[src/rtl/sal_cfg_mc_if.sv]
// APB bus bundle between the configuration master and sal_cfg_mc.
interface APB_IF #(
    parameter int ADDR_W = 12
);
    logic              psel;
    logic              penable;
    logic              pwrite;
    logic [ADDR_W-1:0] paddr;
    logic [31:0]       pwdata;
    logic [31:0]       prdata;
    logic              pready;
    logic              pslverr;

    modport MST (
        output psel, penable, pwrite, paddr, pwdata,
        input  prdata, pready, pslverr
    );

    modport SLV (
        input  psel, penable, pwrite, paddr, pwdata,
        output prdata, pready, pslverr
    );
endinterface

[src/rtl/sal_cfg_mc.sv]
// Multi-channel TLP header configuration block: APB register file, per-channel
// start/busy/done handshake and shadowed header outputs latched at start.
module sal_cfg_mc #(
    parameter int          NUM_CH    = 4,
    parameter int          LEN_W     = 10,
    parameter int          ADDR_W    = 12,
    parameter int          CH_BASE   = 'h100,
    parameter int          CH_STRIDE = 'h10,
    parameter logic [31:0] VERSION   = 32'h0002_0000
) (
    input  logic                         clk,
    input  logic                         rst_n,
    APB_IF.SLV                           apb_if,
    output logic [NUM_CH-1:0][2:0]       hdr_fmt_o,
    output logic [NUM_CH-1:0][4:0]       hdr_type_o,
    output logic [NUM_CH-1:0][2:0]       hdr_tc_o,
    output logic [NUM_CH-1:0][LEN_W-1:0] hdr_length_o,
    output logic [NUM_CH-1:0][15:0]      hdr_reqid_o,
    output logic [NUM_CH-1:0][15:0]      hdr_cplid_o,
    output logic [NUM_CH-1:0]            ch_start_o,
    input  logic [NUM_CH-1:0]            ch_done_i,
    output logic                         irq_o
);

    localparam int                HDR0_W   = 11 + LEN_W;
    localparam logic [ADDR_W-1:0] BASE_A   = ADDR_W'(CH_BASE);
    localparam logic [ADDR_W-1:0] STRIDE_A = ADDR_W'(CH_STRIDE);

    logic [NUM_CH-1:0][HDR0_W-1:0] hdr0_q, hdr0_d, sh_hdr0_q, sh_hdr0_d;
    logic [NUM_CH-1:0][31:0]       hdr1_q, hdr1_d, sh_hdr1_q, sh_hdr1_d;
    logic [NUM_CH-1:0]             irq_en_q, irq_en_d;
    logic [NUM_CH-1:0]             busy_q, busy_d;
    logic [NUM_CH-1:0]             done_q, done_d;
    logic [NUM_CH-1:0]             err_q, err_d;
    logic [NUM_CH-1:0]             start_q, start_d;
    logic                          irq_q, irq_d;
    logic [31:0]                   prdata_q, prdata_d;
    logic                          pslverr_q, pslverr_d;
    logic                          sbb_q, sbb_d;

    logic [ADDR_W-1:0] addr_w, off, ch_num, reg_off;
    logic [1:0]        reg_sel;
    logic              is_ver, is_irq, is_ch;
    logic [NUM_CH-1:0] ch_sel;
    logic              setup, access, wr_ok, sbb_now, err_now;
    logic [31:0]       rdata;
    logic              unused_bits;

    assign unused_bits = ^apb_if.paddr[1:0];

    // Address decode; the low two address bits never take part.
    always_comb begin
        addr_w  = {apb_if.paddr[ADDR_W-1:2], 2'b00};
        off     = addr_w - BASE_A;
        ch_num  = off / STRIDE_A;
        reg_off = off % STRIDE_A;
        reg_sel = reg_off[3:2];
        is_ver  = (addr_w == '0);
        is_irq  = (addr_w == ADDR_W'(4));
        is_ch   = (addr_w >= BASE_A) && (ch_num < ADDR_W'(NUM_CH))
                  && (reg_off < ADDR_W'(16));
        for (int c = 0; c < NUM_CH; c++) begin
            ch_sel[c] = is_ch && (ch_num == ADDR_W'(c));
        end
    end

    always_comb begin
        rdata = '0;
        if (is_ver) rdata = VERSION;
        if (is_irq) rdata = 32'(done_q & irq_en_q);
        for (int c = 0; c < NUM_CH; c++) begin
            if (ch_sel[c]) begin
                case (reg_sel)
                    2'd0:    rdata = 32'(hdr0_q[c]);
                    2'd1:    rdata = hdr1_q[c];
                    2'd2:    rdata = {30'b0, irq_en_q[c], 1'b0};
                    default: rdata = {29'b0, err_q[c], done_q[c], busy_q[c]};
                endcase
            end
        end
    end

    always_comb begin
        setup   = apb_if.psel && !apb_if.penable;
        access  = apb_if.psel && apb_if.penable;
        sbb_now = apb_if.pwrite && is_ch && (reg_sel == 2'd2) && apb_if.pwdata[0]
                  && |(ch_sel & busy_q);
        err_now = !(is_ver || is_irq || is_ch)
                  || (apb_if.pwrite && (is_ver || is_irq))
                  || sbb_now;
        wr_ok   = access && apb_if.pwrite && !pslverr_q;

        // Response is captured in the setup cycle and dropped after the access cycle.
        prdata_d  = '0;
        pslverr_d = 1'b0;
        sbb_d     = 1'b0;
        if (setup) begin
            prdata_d  = apb_if.pwrite ? '0 : rdata;
            pslverr_d = err_now;
            sbb_d     = sbb_now;
        end

        hdr0_d    = hdr0_q;
        hdr1_d    = hdr1_q;
        sh_hdr0_d = sh_hdr0_q;
        sh_hdr1_d = sh_hdr1_q;
        irq_en_d  = irq_en_q;
        busy_d    = busy_q;
        done_d    = done_q;
        err_d     = err_q;
        start_d   = '0;
        for (int c = 0; c < NUM_CH; c++) begin
            if (wr_ok && ch_sel[c]) begin
                case (reg_sel)
                    2'd0: hdr0_d[c] = apb_if.pwdata[HDR0_W-1:0];
                    2'd1: hdr1_d[c] = apb_if.pwdata;
                    2'd2: begin
                        irq_en_d[c] = apb_if.pwdata[1];
                        if (apb_if.pwdata[0]) begin
                            start_d[c]   = 1'b1;
                            busy_d[c]    = 1'b1;
                            done_d[c]    = 1'b0;
                            sh_hdr0_d[c] = hdr0_q[c];
                            sh_hdr1_d[c] = hdr1_q[c];
                        end
                    end
                    default: begin
                        if (apb_if.pwdata[1]) done_d[c] = 1'b0;
                        if (apb_if.pwdata[2]) err_d[c]  = 1'b0;
                    end
                endcase
            end
            if (access && apb_if.pwrite && sbb_q && ch_sel[c]) err_d[c] = 1'b1;
            // Completion is evaluated last so it overrides a same-cycle W1C.
            if (busy_q[c] && ch_done_i[c]) begin
                busy_d[c] = 1'b0;
                done_d[c] = 1'b1;
            end
        end
        irq_d = |(done_q & irq_en_q);
    end

    always_ff @(posedge clk or negedge rst_n) begin
        if (!rst_n) begin
            hdr0_q    <= '0;
            hdr1_q    <= '0;
            sh_hdr0_q <= '0;
            sh_hdr1_q <= '0;
            irq_en_q  <= '0;
            busy_q    <= '0;
            done_q    <= '0;
            err_q     <= '0;
            start_q   <= '0;
            irq_q     <= 1'b0;
            prdata_q  <= '0;
            pslverr_q <= 1'b0;
            sbb_q     <= 1'b0;
        end else begin
            hdr0_q    <= hdr0_d;
            hdr1_q    <= hdr1_d;
            sh_hdr0_q <= sh_hdr0_d;
            sh_hdr1_q <= sh_hdr1_d;
            irq_en_q  <= irq_en_d;
            busy_q    <= busy_d;
            done_q    <= done_d;
            err_q     <= err_d;
            start_q   <= start_d;
            irq_q     <= irq_d;
            prdata_q  <= prdata_d;
            pslverr_q <= pslverr_d;
            sbb_q     <= sbb_d;
        end
    end

    assign apb_if.pready  = 1'b1;
    assign apb_if.prdata  = prdata_q;
    assign apb_if.pslverr = pslverr_q;
    assign ch_start_o     = start_q;
    assign irq_o          = irq_q;

    for (genvar c = 0; c < NUM_CH; c++) begin : g_hdr
        assign hdr_fmt_o[c]    = sh_hdr0_q[c][2:0];
        assign hdr_type_o[c]   = sh_hdr0_q[c][7:3];
        assign hdr_tc_o[c]     = sh_hdr0_q[c][10:8];
        assign hdr_length_o[c] = sh_hdr0_q[c][HDR0_W-1:11];
        assign hdr_reqid_o[c]  = sh_hdr1_q[c][15:0];
        assign hdr_cplid_o[c]  = sh_hdr1_q[c][31:16];
    end

endmodule

[src/flat_wrapper.sv]
// flat-port wrapper written by rule: the top's interface ports become plain ports
module sal_cfg_mc_flat 
#(
    parameter int          NUM_CH    = 4,
    parameter int          LEN_W     = 10,
    parameter int          ADDR_W    = 12,
    parameter int          CH_BASE   = 'h100,
    parameter int          CH_STRIDE = 'h10,
    parameter logic [31:0] VERSION   = 32'h0002_0000
)
  (clk, rst_n, hdr_fmt_o, hdr_type_o, hdr_tc_o, hdr_length_o, hdr_reqid_o, hdr_cplid_o, ch_start_o, ch_done_i, irq_o, apb_if_psel, apb_if_penable, apb_if_pwrite, apb_if_paddr, apb_if_pwdata, apb_if_prdata, apb_if_pready, apb_if_pslverr);
  APB_IF #(.ADDR_W(ADDR_W)) apb_if_i ();
  input  logic clk;
  input  logic rst_n;
  output logic [NUM_CH-1:0][2:0] hdr_fmt_o;
  output logic [NUM_CH-1:0][4:0] hdr_type_o;
  output logic [NUM_CH-1:0][2:0] hdr_tc_o;
  output logic [NUM_CH-1:0][LEN_W-1:0] hdr_length_o;
  output logic [NUM_CH-1:0][15:0] hdr_reqid_o;
  output logic [NUM_CH-1:0][15:0] hdr_cplid_o;
  output logic [NUM_CH-1:0] ch_start_o;
  input  logic [NUM_CH-1:0] ch_done_i;
  output logic irq_o;
  input wire logic [$bits(apb_if_i.psel)-1:0] apb_if_psel;
  input wire logic [$bits(apb_if_i.penable)-1:0] apb_if_penable;
  input wire logic [$bits(apb_if_i.pwrite)-1:0] apb_if_pwrite;
  input wire logic [$bits(apb_if_i.paddr)-1:0] apb_if_paddr;
  input wire logic [$bits(apb_if_i.pwdata)-1:0] apb_if_pwdata;
  output wire logic [$bits(apb_if_i.prdata)-1:0] apb_if_prdata;
  output wire logic [$bits(apb_if_i.pready)-1:0] apb_if_pready;
  output wire logic [$bits(apb_if_i.pslverr)-1:0] apb_if_pslverr;
  assign apb_if_i.psel = apb_if_psel;
  assign apb_if_i.penable = apb_if_penable;
  assign apb_if_i.pwrite = apb_if_pwrite;
  assign apb_if_i.paddr = apb_if_paddr;
  assign apb_if_i.pwdata = apb_if_pwdata;
  assign apb_if_prdata = apb_if_i.prdata;
  assign apb_if_pready = apb_if_i.pready;
  assign apb_if_pslverr = apb_if_i.pslverr;
  sal_cfg_mc #(.NUM_CH(NUM_CH), .LEN_W(LEN_W), .ADDR_W(ADDR_W), .CH_BASE(CH_BASE), .CH_STRIDE(CH_STRIDE), .VERSION(VERSION)) u_core (.clk(clk), .rst_n(rst_n), .apb_if(apb_if_i), .hdr_fmt_o(hdr_fmt_o), .hdr_type_o(hdr_type_o), .hdr_tc_o(hdr_tc_o), .hdr_length_o(hdr_length_o), .hdr_reqid_o(hdr_reqid_o), .hdr_cplid_o(hdr_cplid_o), .ch_start_o(ch_start_o), .ch_done_i(ch_done_i), .irq_o(irq_o));
endmodule
[config.mk]
export PLATFORM = sky130hd
export DESIGN_NAME = sal_cfg_mc_flat
export DESIGN_NICKNAME = d
export VERILOG_FILES = /design/src/rtl/sal_cfg_mc_if.sv /design/src/rtl/sal_cfg_mc.sv /design/src/flat_wrapper.sv
export SDC_FILE = /design/constraint.sdc
export NUM_CORES = 1
export LEC_CHECK = 0
export CAP_MARGIN = 40
export CORE_MARGIN = 1.5
export CORE_UTILIZATION = 30
export DETAILED_ROUTE_END_ITERATION = 8
export PLACE_DENSITY = 0.61
export SLEW_MARGIN = 10
export SYNTH_ARGS = -nofsm -noshare
export SYNTH_HDL_FRONTEND = slang
export SYNTH_SLANG_ARGS = --single-unit
export TNS_END_PERCENT = 10
[constraint.sdc]
create_clock -name clk -period 2.4 [get_ports clk]
set_clock_uncertainty 0.1 [all_clocks]
set_input_delay 0.72 -clock clk [delete_from_list [all_inputs] [get_ports clk]]
set_output_delay 0.72 -clock clk [all_outputs]
set_load 0.05 [all_outputs]
Yosys cells after proc, flatten, opt, wreduce, memory -nomap -nowiden
Cells that the tools add are included.
{"block": "totals", "inputBits": 53, "ff_bits": 479}
{"block": "classes", "n_mux": 51, "n_eq_ne": 18, "n_bitwise": 3, "reduce_logical": 94, "n_lt_le_gt_ge": 3, "n_addsub": 1}
{"op": "$pmux 32 s3", "n": 4}
{"op": "$mux 32", "n": 7}
{"op": "$reduce_bool 2->1", "n": 20}
{"op": "$mux 1", "n": 38}
{"op": "$reduce_and 3->1", "n": 12}
{"op": "$logic_and 1x1->1", "n": 28}
{"op": "$reduce_and 2->1", "n": 12}
{"op": "$mux 18", "n": 1}
{"op": "$eq 8x2->1 const B", "n": 2}
{"op": "$ne 2x1->1 const B", "n": 8}
{"op": "$reduce_and 4->1", "n": 4}
{"op": "$and 4x4->4", "n": 3}
{"op": "$ge 12x9->1 const B", "n": 1}
{"op": "$logic_not 12->1", "n": 1}
{"op": "$ne 3x3->1 const B", "n": 4}
{"op": "$reduce_bool 3->1", "n": 4}
{"op": "$sub 12x9->12 const B", "n": 1}
{"op": "$eq 10x1->1 const B", "n": 1}
{"op": "$logic_not 10->1", "n": 1}
{"op": "$eq 8x1->1 const B", "n": 1}
{"op": "$lt 8x3->1 const B", "n": 1}
{"op": "$reduce_or 4->1", "n": 2}
{"op": "$lt 4x5->1 const B", "n": 1}
{"op": "$logic_or 1x1->1", "n": 4}
{"op": "7 further kinds", "n": 9}

Logic depth before layout (Yosys ltp)
Gate-level depths: netlist (run 1).
{"block": "logic_depth", "depth_word": 11, "depth_mapped": 7, "mapped_depth_nobuf": 4}

Worst setup path before layout (run 1)
OpenSTA, ideal clock, no wires.
{"block": "synth_timing", "path_kind": "in2reg", "start": "input port apb_if_paddr[11]", "end": "register u_core.sh_hdr1_q, in the netlist u_core.hdr_cplid_o[0]", "slack_ns": -0.419, "arrival_ns": 2.592, "required_time_ns": 2.173, "cell_stages": 7, "setup_time_ns": 0.127, "cell_sequence": "buf_2 -> or4_1 -> or2_1 -> buf_2 -> nor3_4 -> buf_6 -> mux2_1"}
{"block": "synth_between", "elab_chain_len": 7}
{"element": "start, declared", "line_no": "flat_wrapper.sv:27", "rtl": "input wire logic [$bits(apb_if_i.paddr)-1:0] apb_if_paddr;"}
{"element": "$sub 12x9->12", "line_no": "sal_cfg_mc.sv:54", "rtl": "off = addr_w - BASE_A;"}
{"element": "$lt 8x3->1", "line_no": "sal_cfg_mc.sv:60", "rtl": "is_ch = (addr_w >= BASE_A) && (ch_num < ADDR_W'(NUM_CH))"}
{"element": "$logic_and 1x1->1", "line_no": "sal_cfg_mc.sv:60"}
{"element": "$logic_and 1x1->1", "line_no": "sal_cfg_mc.sv:61", "rtl": "&& (reg_off < ADDR_W'(16));"}
{"element": "$logic_and 1x1->1 (*)", "line_no": "sal_cfg_mc.sv:63", "rtl": "ch_sel[c] = is_ch && (ch_num == ADDR_W'(c));"}
{"element": "$logic_and 1x1->1 (*)", "line_no": "sal_cfg_mc.sv:113", "rtl": "if (wr_ok && ch_sel[c]) begin"}
{"element": "$reduce_and 3->1 (no source line) (*)"}
{"element": "end signal, assigned", "line_no": "sal_cfg_mc.sv:162", "rtl": "sh_hdr1_q <= sh_hdr1_d;"}
{"element": "end, declared", "line_no": "sal_cfg_mc.sv:30", "rtl": "logic [NUM_CH-1:0][31:0] hdr1_q, hdr1_d, sh_hdr1_q, sh_hdr1_d;"}
Mark *: on every way between the ends. The rest lies on a longest branch, timed or not.
A chain may end at the register's enable or synchronous reset.

Final worst setup path (run 1)
{"block": "layout_timing", "start": "input port apb_if_paddr[5]", "end": "register u_core.hdr1_q[11] (netlist bit)"}
{"block": "layout_between", "elab_chain_len": 7}
{"element": "$sub 12x9->12", "line_no": "sal_cfg_mc.sv:54"}
{"element": "$lt 8x3->1", "line_no": "sal_cfg_mc.sv:60"}
{"element": "$logic_and 1x1->1", "line_no": "sal_cfg_mc.sv:60"}
{"element": "$logic_and 1x1->1", "line_no": "sal_cfg_mc.sv:61"}
{"element": "$logic_and 1x1->1 (*)", "line_no": "sal_cfg_mc.sv:63"}
{"element": "$logic_and 1x1->1 (*)", "line_no": "sal_cfg_mc.sv:113"}
{"element": "$reduce_and 2->1 (no source line) (*)"}
{"element": "end signal, assigned", "line_no": "sal_cfg_mc.sv:160", "rtl": "hdr1_q <= hdr1_d;"}
{"element": "end, declared", "line_no": "sal_cfg_mc.sv:30"}
Marked as above.

==> impl_metrics.tcl, run 1 <==
set metrics [dict create \
    synthToLayoutAreaGrowth_pct 34.3 \
    crit_path_max_incr_delay_ns 0.51 \
    clock.fmax_ghz 0.418 \
    placed_cell_area_um2 24700 \
    period_needed_ns 2.39 \
    synth_edf_count 0 \
    register_area_um2 12000 \
    grt_pass1_vias 14003 \
    min_from "u_core.hdr_tc_o[5]" \
    async_reset_ff_frac 1.00 \
    clock-sinks 479 \
    cts_buffers 53 \
    regToRegSetupSlack_ns 0.24 \
    cp_max_fo 5 \
    reg2reg_from "u_core.apb_if.pslverr" \
    cts-root-buf "clkbuf_16" \
    arrival_ns 2.76 \
    power_density_nw_per_um2 642 \
    totalNegativeSetupSlack_ns 0 \
    outcome "finished clean" \
    synth_common_cells "dfrtp_1 (479), mux2_2 (390), mux2_1 (58)" \
    crit_chain "dlygate4sd2_1 -> or4_4 -> or2_4 -> buf_6 -> nor3_4 -> buf_6 -> buf_6 -> buf_12 -> mux2_2" \
    synth_top_family_by_area "multiplexers" \
    drc_errors 0 \
    initial_core_util 0.302 \
    synth_compound_area_frac 0.0389 \
    seq_area_frac_synth 0.605 \
    design_area_um2 26600 \
    gr-total-overflow 0 \
    final_hold_viol_count 0 \
    worst-r2r-cell-count 8 \
    nFillCells 6174 \
    hpwl_um 44400 \
    placed_cells 2526 \
    place_worst_setup_slack_ns -1.04 \
    portBuffers 300 \
    synth_top_area_share 0.605 \
    max_slew.worst_pin.slew_ns 0.594 \
    ant_nets 0 \
    syn_area_per_cell_um2 15.0 \
    min_period_over_period 0.997 \
    peakVddDrop_v 0.000613 \
    synth_warnings 0 \
    multi_input_area_um2 7520 \
    fp.dieArea_um2 67600 \
    place.gp.congestion 0.839 \
    io_pins 304 \
    min_path_type "flip-flop to flip-flop" \
    grt_pass1_wl_um 93500 \
    h-tree-depth 2 \
    finalNetCount 1789 \
    track_usage 0.187 \
    worstSetupPathType "input port to flip-flop" \
    synth_largest_area_cell "dfrtp_1" \
    synth_area_um2 19800 \
    crit_required_ns 2.77 \
    die_width_um 260 \
    antenna_found_initial 12 \
    synth_area_leaders "dfrtp_1 (60%), mux2_2 (22%), mux2_1 (3.3%)" \
    fin_ws_ns 0.00758 \
    yosysMostFrequentCell "dfrtp_1" \
    power_mw 17.1 \
    drtIter0Drc 682 \
    clkTransAtPathRegs_ns 0.06 \
    cts.path.max_buffers 3 \
    rows 94 \
    r2r_end "u_core.hdr_reqid_o[3]" \
    synth_simple_gate_area_frac 0.0348 \
    synthCells 1318 \
    num_vias 13090 \
    cap_viol_max_count 0 \
    ys_ff_latch 479 \
    routed_wl_um 63400 \
    final_cells 2637 \
    end_kind "flip-flop" \
    wire_per_inst_um 24.1 \
    synthFlopType "dfrtp_1" \
    grt_setup_unrepaired "yes" \
    viasPerCell 4.96 \
    final_layout_size_suffix_gt1_frac 0.449 \
    crit_family "simple AND/OR/NAND/NOR gates" \
    crit_slowest_cell "or4_4" \
    holdPathEnd "u_core.hdr_tc_o[5]" \
    setup_viol 0 \
    synth-xor-area-share 0 \
    cts_tree "done" \
    cp-start-kind "input port" \
    slew_headroom 0.606 \
    cp_common_cell "buf_6" \
    clkLatencyLatePin_ns 0.61 \
    yosys-mux-area-fraction 0.300 \
    critPathBufInv 5 \
    syn-num-nets 1371 \
    slew_violations 0 \
    whs_path_depth 1 \
    synth_cell_types 46 \
    dieHeight_um 260 \
    firstDrtPassIters 4 \
    p_leak_nw 13.6 \
    fp.coreArea_um2 65600 \
    synthAdderAreaFrac 0 \
    grt_max_degree 94 \
]
==> layout make-up <==
class / instances / area share
clock buffer: 75 / 0.0594
sequential: 479 / 0.450
timing repair buffer: 448 / 0.159
clock inverter: 14 / 0.00682
tap: 864 / 0.0406
inverter: 5 / 0.000705
multi-input combinational: 749 / 0.283
antenna: 3 / 0.000282
==> state kept, by name, indices dropped and copies added (netlist names), 4 cells and up <==
name and count:
u_core.apb_if.prdata 32, u_core.busy_q 4, u_core.ch_start_o 4, u_core.done_q 4
u_core.err_q 4, u_core.hdr0_q 84, u_core.hdr1_q 128, u_core.hdr_cplid_o 64
u_core.hdr_fmt_o 12, u_core.hdr_length_o 40, u_core.hdr_reqid_o 64, u_core.hdr_tc_o 12
u_core.hdr_type_o 20, u_core.irq_en_q 4
==> repair_timing <==
item | 4_1_cts | 5_1_grt
setup buffers | 11 | 2
resized for setup | 172 | 15
hold endpoints to repair | 15 | 0
pin swaps | 5 | 3
endpoints found under the setup margin | 517 | 165
gates cloned | 6 | 0
hold buffers | 1 | 0
==> routing by layer <==
metal | share of wire | vias up | wire length, µm | track usage
li1 | - | 5693 | - | -
met1 | 0.43 | 6869 | 27200 | 0.243
met2 | 0.46 | 414 | 29100 | 0.294
met3 | 0.089 | 96 | 5630 | 0.0644
met4 | 0.022 | 18 | 1390 | 0.0543
met5 | 0.0018 | - | 115 | 0
==> cell usage in the layout (no fill, tap or decap), types with 3 or more instances in the layout <==
cell type,n
a31oi_1,21
o21ai_0,20
nand3_1,11
buf_12,34
dlygate4sd2_1,117
mux2_1,52
clkinv_2,7
nor3_4,5
dfrtp_1,479
clkbuf_2,3
nand2_1,22
inv_1,5
nor2_1,18
nand4_1,6
nor3_1,26
o2bb2ai_1,10
mux4_2,22
o211ai_1,6
mux2_2,388
o22a_1,16
mux2_4,8
bufinv_16,4
a21oi_1,20
buf_16,4
nand2b_1,4
and2_1,3
buf_6,7
clkdlybuf4s15_1,16
clkbuf_16,55
a22oi_1,10
nor2b_1,5
diode_2,3
nor4_1,3
clkbuf_1,7
mux2i_1,40
buf_4,219
clkbuf_8,13
clkdlybuf4s50_1,40
==> kinds of logic after synthesis <==
group,count (synthesis)
other,1
flip-flops,479
buffers and inverters,90
AO/OA/AOI/OAI,114
AND/OR/NAND/NOR,124
multiplexers,510
==> stage by stage <==
stage	hold WS, ns	util
finish	0.381	0.406
global placement	0.373	0.376
floorplan	0.324	-
global route	0.403	0.405
CTS	0.387	0.406
detailed placement	0.376	0.376
==> how the worst max path moves through the flow <==
stage / to / slack [ns] / start / depth (start not counted)
3_3_place_gp: u_core.hdr_reqid_o[3] / -0.99 / apb_if_paddr[9] / 6
6_report: u_core.hdr1_q[11] / 0.008 / apb_if_paddr[5] / 9
3_5_place_dp: u_core.hdr_reqid_o[13] / -1.04 / apb_if_paddr[9] / 6
5_1_grt: u_core.hdr0_q[63] / -0.03 / apb_if_paddr[8] / 7
4_1_cts: u_core.hdr1_q[17] / -0.03 / apb_if_paddr[5] / 8
2_1_floorplan: u_core.hdr_cplid_o[0] / -0.38 / apb_if_paddr[11] / 7
==> where the power goes <==
part	total [mW]	leakage [nW]	internal (mW)	switching (mW)
Combinational	0.701	6.04	0.251	0.450
Sequential	8.10	6.69	8.09	0.0114
Clock	8.29	0.877	4.97	3.32
Power figures use the tool's default switching activity.
==> run 2, diff against run 1 <==
CORE_UTILIZATION = 45   (was 30)
PLACE_DENSITY = 0.8   (was 0.61)
==> run 2 against run 1 <==
The run now ends with setup timing left; total power shrank 4.3%; count of clock-buffer cells in the layout grew 2; first-iteration DRC count grew 27%; via count grew 1.9%; sequential share of layout area grew 0.43 points; core utilization grew 20 points; clock power shrank 8.9%; wire length shrank 6.0%; critical endpoint is now u_core.hdr_reqid_o[7]; largest cell class unchanged; largest power group is now sequential cells.
==> impl_metrics.tcl, run 2 (synthesis gave the netlist of run 1 again) <==
set metrics [dict create \
    worstSetupPathType "input port to flip-flop" \
    cts_tree "done" \
    h-tree-depth 2 \
    largest_register_ffs 128 \
    r2r_end "u_core.hdr_length_o[14]" \
    worst-r2r-cell-count 8 \
    wire_per_inst_um 25.1 \
    crit_end "u_core.hdr_reqid_o[7]" \
    routed_wl_um 59600 \
    regToRegSetupSlack_ns 0.21 \
    gr-total-overflow 0 \
    p_leak_nw 13.8 \
    arrival_ns 2.83 \
    io_pins 304 \
    grt_setup_unrepaired "yes" \
    final_layout_size_suffix_gt1_frac 0.440 \
    hold_ws_ns 0.377 \
    slew_violations 0 \
    outcome "finished with violations" \
    fin_ws_ns -0.0629 \
    final_hold_viol_count 0 \
    place_worst_setup_slack_ns -1.01 \
    cts-root-buf "clkbuf_16" \
    min_path_type "flip-flop to flip-flop" \
    rows 76 \
    initial_core_util 0.458 \
    viasPerCell 5.62 \
    reg2reg_from "u_core.apb_if.pslverr" \
    clock-sinks 479 \
    startpoint "apb_if_paddr[11]" \
    clkLatencyLatePin_ns 0.59 \
    finalNetCount 1806 \
    placed_cell_area_um2 24500 \
    fp.coreArea_um2 43300 \
    track_usage 0.267 \
    drtIter0Drc 863 \
    peakVddDrop_v 0.000428 \
    final_common_cell "dfrtp_1" \
    min_period_over_period 1.03 \
    dieHeight_um 213 \
    hpwl_um 40700 \
    reg_top3 "u_core.hdr1_q: 128 flops, u_core.hdr0_q: 84 flops" \
    cts.path.max_buffers 3 \
    totalNegativeSetupSlack_ns -1.07 \
    clkTransAtPathRegs_ns 0.06 \
    grt_pass1_vias 14079 \
    ant_nets 0 \
    place.gp.congestion 0.905 \
    max_slew.worst_pin.slew_ns 0.532 \
    firstDrtPassIters 5 \
    power_density_nw_per_um2 621 \
    period_needed_ns 2.46 \
    clock.fmax_ghz 0.406 \
    setup_viol 34 \
    violations "setup timing" \
    synthToLayoutAreaGrowth_pct 33.0 \
    cts_buffers 49 \
    portBuffers 300 \
    grt_pass1_wl_um 88900 \
    cp-start-kind "input port" \
    die_width_um 213 \
    cp_max_fo 6 \
    end_kind "flip-flop" \
    grt_max_degree 74 \
    crit_required_ns 2.77 \
    cap_viol_max_count 0 \
    final_cell_mix "dfrtp_1 (479), mux2_2 (390), buf_4 (220)" \
    drc_errors 0 \
    fp.dieArea_um2 45300 \
    regMostFlops "u_core.hdr1_q" \
    num_vias 13343 \
    antenna_found_initial 12 \
    design_area_um2 26400 \
    slew_headroom 0.646 \
]
[run 2: cell types whose count changed in the layout (fill, tap and decap cells not counted), moves of 2 or more]
cell	change
buf_16	+2
mux2_2	+2
clkinv_2	-2
dlygate4sd2_1	+33
nand2_1	-2
clkdlybuf4s15_1	-14
bufinv_16	-2
clkbuf_16	-3
clkbuf_1	+8
clkbuf_8	-2
mux2_4	-3
clkdlybuf4s15_2	-2
[run 2: area by class of cell]
type                            instances  area (µm²)
Fill cell                            3306       16900
Inverter                                5        18.8
Tap cell                              585         732
Antenna cell                            2        5.00
Clock inverter                         10         110
Timing Repair Buffer                  469        4490
Clock buffer                           77        1480
Sequential cell                       479       12000
Multi-Input combinational cell        749        7530
[run 2: worst min path at each step]
| stage | from | endpoint | cells past startpoint |
|---|---|---|---|
| global placement | u_core.hdr_tc_o[4] | u_core.hdr_tc_o[4] | 1 |
| detailed placement | u_core.hdr_tc_o[4] | u_core.hdr_tc_o[4] | 1 |
| finish | u_core.hdr_tc_o[4] | u_core.hdr_tc_o[4] | 1 |
| global route | u_core.hdr_tc_o[5] | u_core.hdr_tc_o[5] | 1 |
| CTS | u_core.hdr_tc_o[4] | u_core.hdr_tc_o[4] | 1 |
| floorplan | rst_n | u_core.apb_if.prdata[0] | 0 |
[run 2: per-layer routing]
metal  part of all wire  global-route usage
met3              0.087              0.0852
met4              0.030              0.0861
met2               0.47               0.423
met1               0.41               0.347
met5             0.0011                   0
[run 2: timing repair]
item / in CTS / in global routing
gates resized for setup: 174 / 13
hold endpoints to repair: 31 / 0
pin swaps: 7 / 2
endpoints found under the setup margin: 574 / 148
buffers inserted: 13 / 2
cloned: 9 / 1
hold buffers: 1 / 0
[run 2: worst max-delay path, stage by stage]
cell and delay (ns):
dlygate4sd2_1 0.27, or4_4 0.54, or2_4 0.30, nor3_4 0.17
buf_6 0.20, bufbuf_16 0.29, mux2_1 0.33
[run 2: report_power, final]
| group | internal, mW | switching, mW |
|---|---|---|
| Sequential | 8.09 | 0.0118 |
| Clock | 4.44 | 3.11 |
| Combinational | 0.266 | 0.446 |
| Total | 12.8 | 3.56 |
[run 2: through the flow]
step / util / cells / total power [mW]
after floorplan: - / 1318 / 8.43
after global placement: 0.566 / 2262 / 8.94
after detailed placement: 0.566 / 2262 / 8.96
after CTS: 0.608 / 2371 / 16.5
after global routing: 0.609 / 2374 / 16.9
final: 0.609 / 2376 / 16.4
==> run 3, diff against run 2 <==
CAP_MARGIN = 20   (was 40)
SKIP_CTS_REPAIR_TIMING = 1   (was not set)
==> run 3 against run 2 <==
The flow now finishes without violations; register-to-register slack is essentially flat; first-iteration DRC count grew 11%; core utilization grew 0.81 points; via count shrank 0.60%; wire length shrank 1.1%; critical path type unchanged; count of clock-buffer cells in the layout is the same.
==> impl_metrics.tcl, run 3 (synthesis gave the netlist of run 1 again) <==
set metrics [dict create \
    outcome "finished clean" \
    finalNetCount 1793 \
    wire_per_inst_um 25.0 \
    clock-sinks 479 \
    cap_viol_max_count 0 \
    die_width_um 213 \
    placed_cells 2262 \
    io_pins 304 \
    rows 76 \
    drtIter0Drc 962 \
    final_cell_mix "dfrtp_1 (479), mux2_2 (390), buf_4 (211)" \
    synthToLayoutAreaGrowth_pct 34.8 \
    dieHeight_um 213 \
    num_vias 13263 \
    grt_pass1_wl_um 85900 \
    min_path_type "flip-flop to flip-flop" \
    viasPerCell 5.61 \
    cp_max_fo 21 \
    antenna_found_initial 12 \
    routed_wl_um 59000 \
    end_kind "flip-flop" \
    arrival_ns 2.74 \
    cts_tree "done" \
    period_needed_ns 2.37 \
    fp.dieArea_um2 45300 \
    portBuffers 300 \
    crit_chain "dlymetal6s2s_1 -> or4_4 -> or2_4 -> nor3_4 -> buf_4 -> buf_12 -> mux2_1" \
    peakVddDrop_v 0.000410 \
    grt_setup_unrepaired "no" \
    place.gp.congestion 0.905 \
    ant_nets 0 \
    hold_ws_ns 0.377 \
    grt_pass1_vias 13836 \
    regToRegSetupSlack_ns 0.20 \
    p_leak_nw 15.7 \
    final_hold_viol_count 0 \
    cts_buffers 49 \
    h-tree-depth 2 \
    cp-start-kind "input port" \
    regMostFlops "u_core.hdr1_q" \
    final_cells 2363 \
    cts-root-buf "clkbuf_16" \
    clock.fmax_ghz 0.422 \
    power_density_nw_per_um2 612 \
    hpwl_um 40700 \
    clkLatencyLatePin_ns 0.59 \
    crit_slowest_cell "or4_4" \
    final_util 0.617 \
    firstDrtPassIters 6 \
    initial_core_util 0.458 \
    max_slew.worst_pin.slew_ns 0.547 \
    cts.path.max_buffers 3 \
    gr-total-overflow 0 \
    fin_ws_ns 0.0276 \
    crit_required_ns 2.76 \
    track_usage 0.255 \
    slew_headroom 0.635 \
    setup_viol 0 \
    grt_max_degree 74 \
    final_common_cell "dfrtp_1" \
    place_worst_setup_slack_ns -1.01 \
    totalNegativeSetupSlack_ns 0 \
    final_layout_size_suffix_gt1_frac 0.435 \
    crit_path_max_incr_delay_ns 0.53 \
    clkTransAtPathRegs_ns 0.06 \
    min_period_over_period 0.989 \
    slew_violations 0 \
    fp.coreArea_um2 43300 \
    largest_register_ffs 128 \
    reg_top3 "u_core.hdr1_q: 128 flops, u_core.hdr0_q: 84 flops" \
    drc_errors 0 \
    worstSetupPathType "input port to flip-flop" \
]
==> run 3: power breakdown <==
| part | total, mW | internal (mW) | switching (mW) | leakage, nW |
|---|---|---|---|---|
| clock | 7.54 | 4.44 | 3.09 | 0.782 |
| combinational | 0.720 | 0.272 | 0.448 | 8.26 |
| sequential | 8.10 | 8.09 | 0.0120 | 6.69 |
==> run 3: path summary, 6_finish.rpt <==
| path | startpoint | endpoint | cells past startpoint |
|---|---|---|---|
| max | apb_if_paddr[5] | u_core.hdr_reqid_o[6] | 7 |
| min in group asynchronous | rst_n | u_core.apb_if.prdata[29] | 2 |
| min reg2reg | u_core.hdr_tc_o[4] | u_core.hdr_tc_o[4] | 1 |
| max reg2reg | u_core.apb_if.pslverr | u_core.hdr_length_o[33] | 7 |
| max in group asynchronous | rst_n | u_core.hdr1_q[14] | 4 |
| min | u_core.hdr_tc_o[4] | u_core.hdr_tc_o[4] | 1 |
==> run 3: worst max-delay path: cells and delay by family <==
family / cells / cell delay (ns)
mux: 1 / 0.35
simple gates: 3 / 1.08
buf+inv: 3 / 0.55
==> run 3: layout make-up <==
type / instances / area (µm²)
Sequential cell: 479 / 12000
Clock inverter: 10 / 110
Timing Repair Buffer: 456 / 4850
Inverter: 5 / 18.8
Multi-Input combinational cell: 749 / 7520
Fill cell: 3169 / 16600
Antenna cell: 2 / 5.00
Tap cell: 585 / 732
Clock buffer: 77 / 1480
==> run 3: through the flow <==
step / cell area [µm²] / total power [mW]
after global routing: 26700 / 16.9
final: 26700 / 16.4
after floorplan: 19900 / 8.43
after global placement: 24500 / 8.94
after CTS: 26100 / 16.5
after detailed placement: 24500 / 8.96
==> run 3: metal layers <==
layer	routed length, µm	track usage	vias up	part of all wire
met5	65	0	-	0.0011
met4	1560	0.0753	10	0.027
met3	5300	0.0777	117	0.090
met2	28100	0.407	534	0.48
met1	23900	0.336	6925	0.41
li1	-	-	5677	-
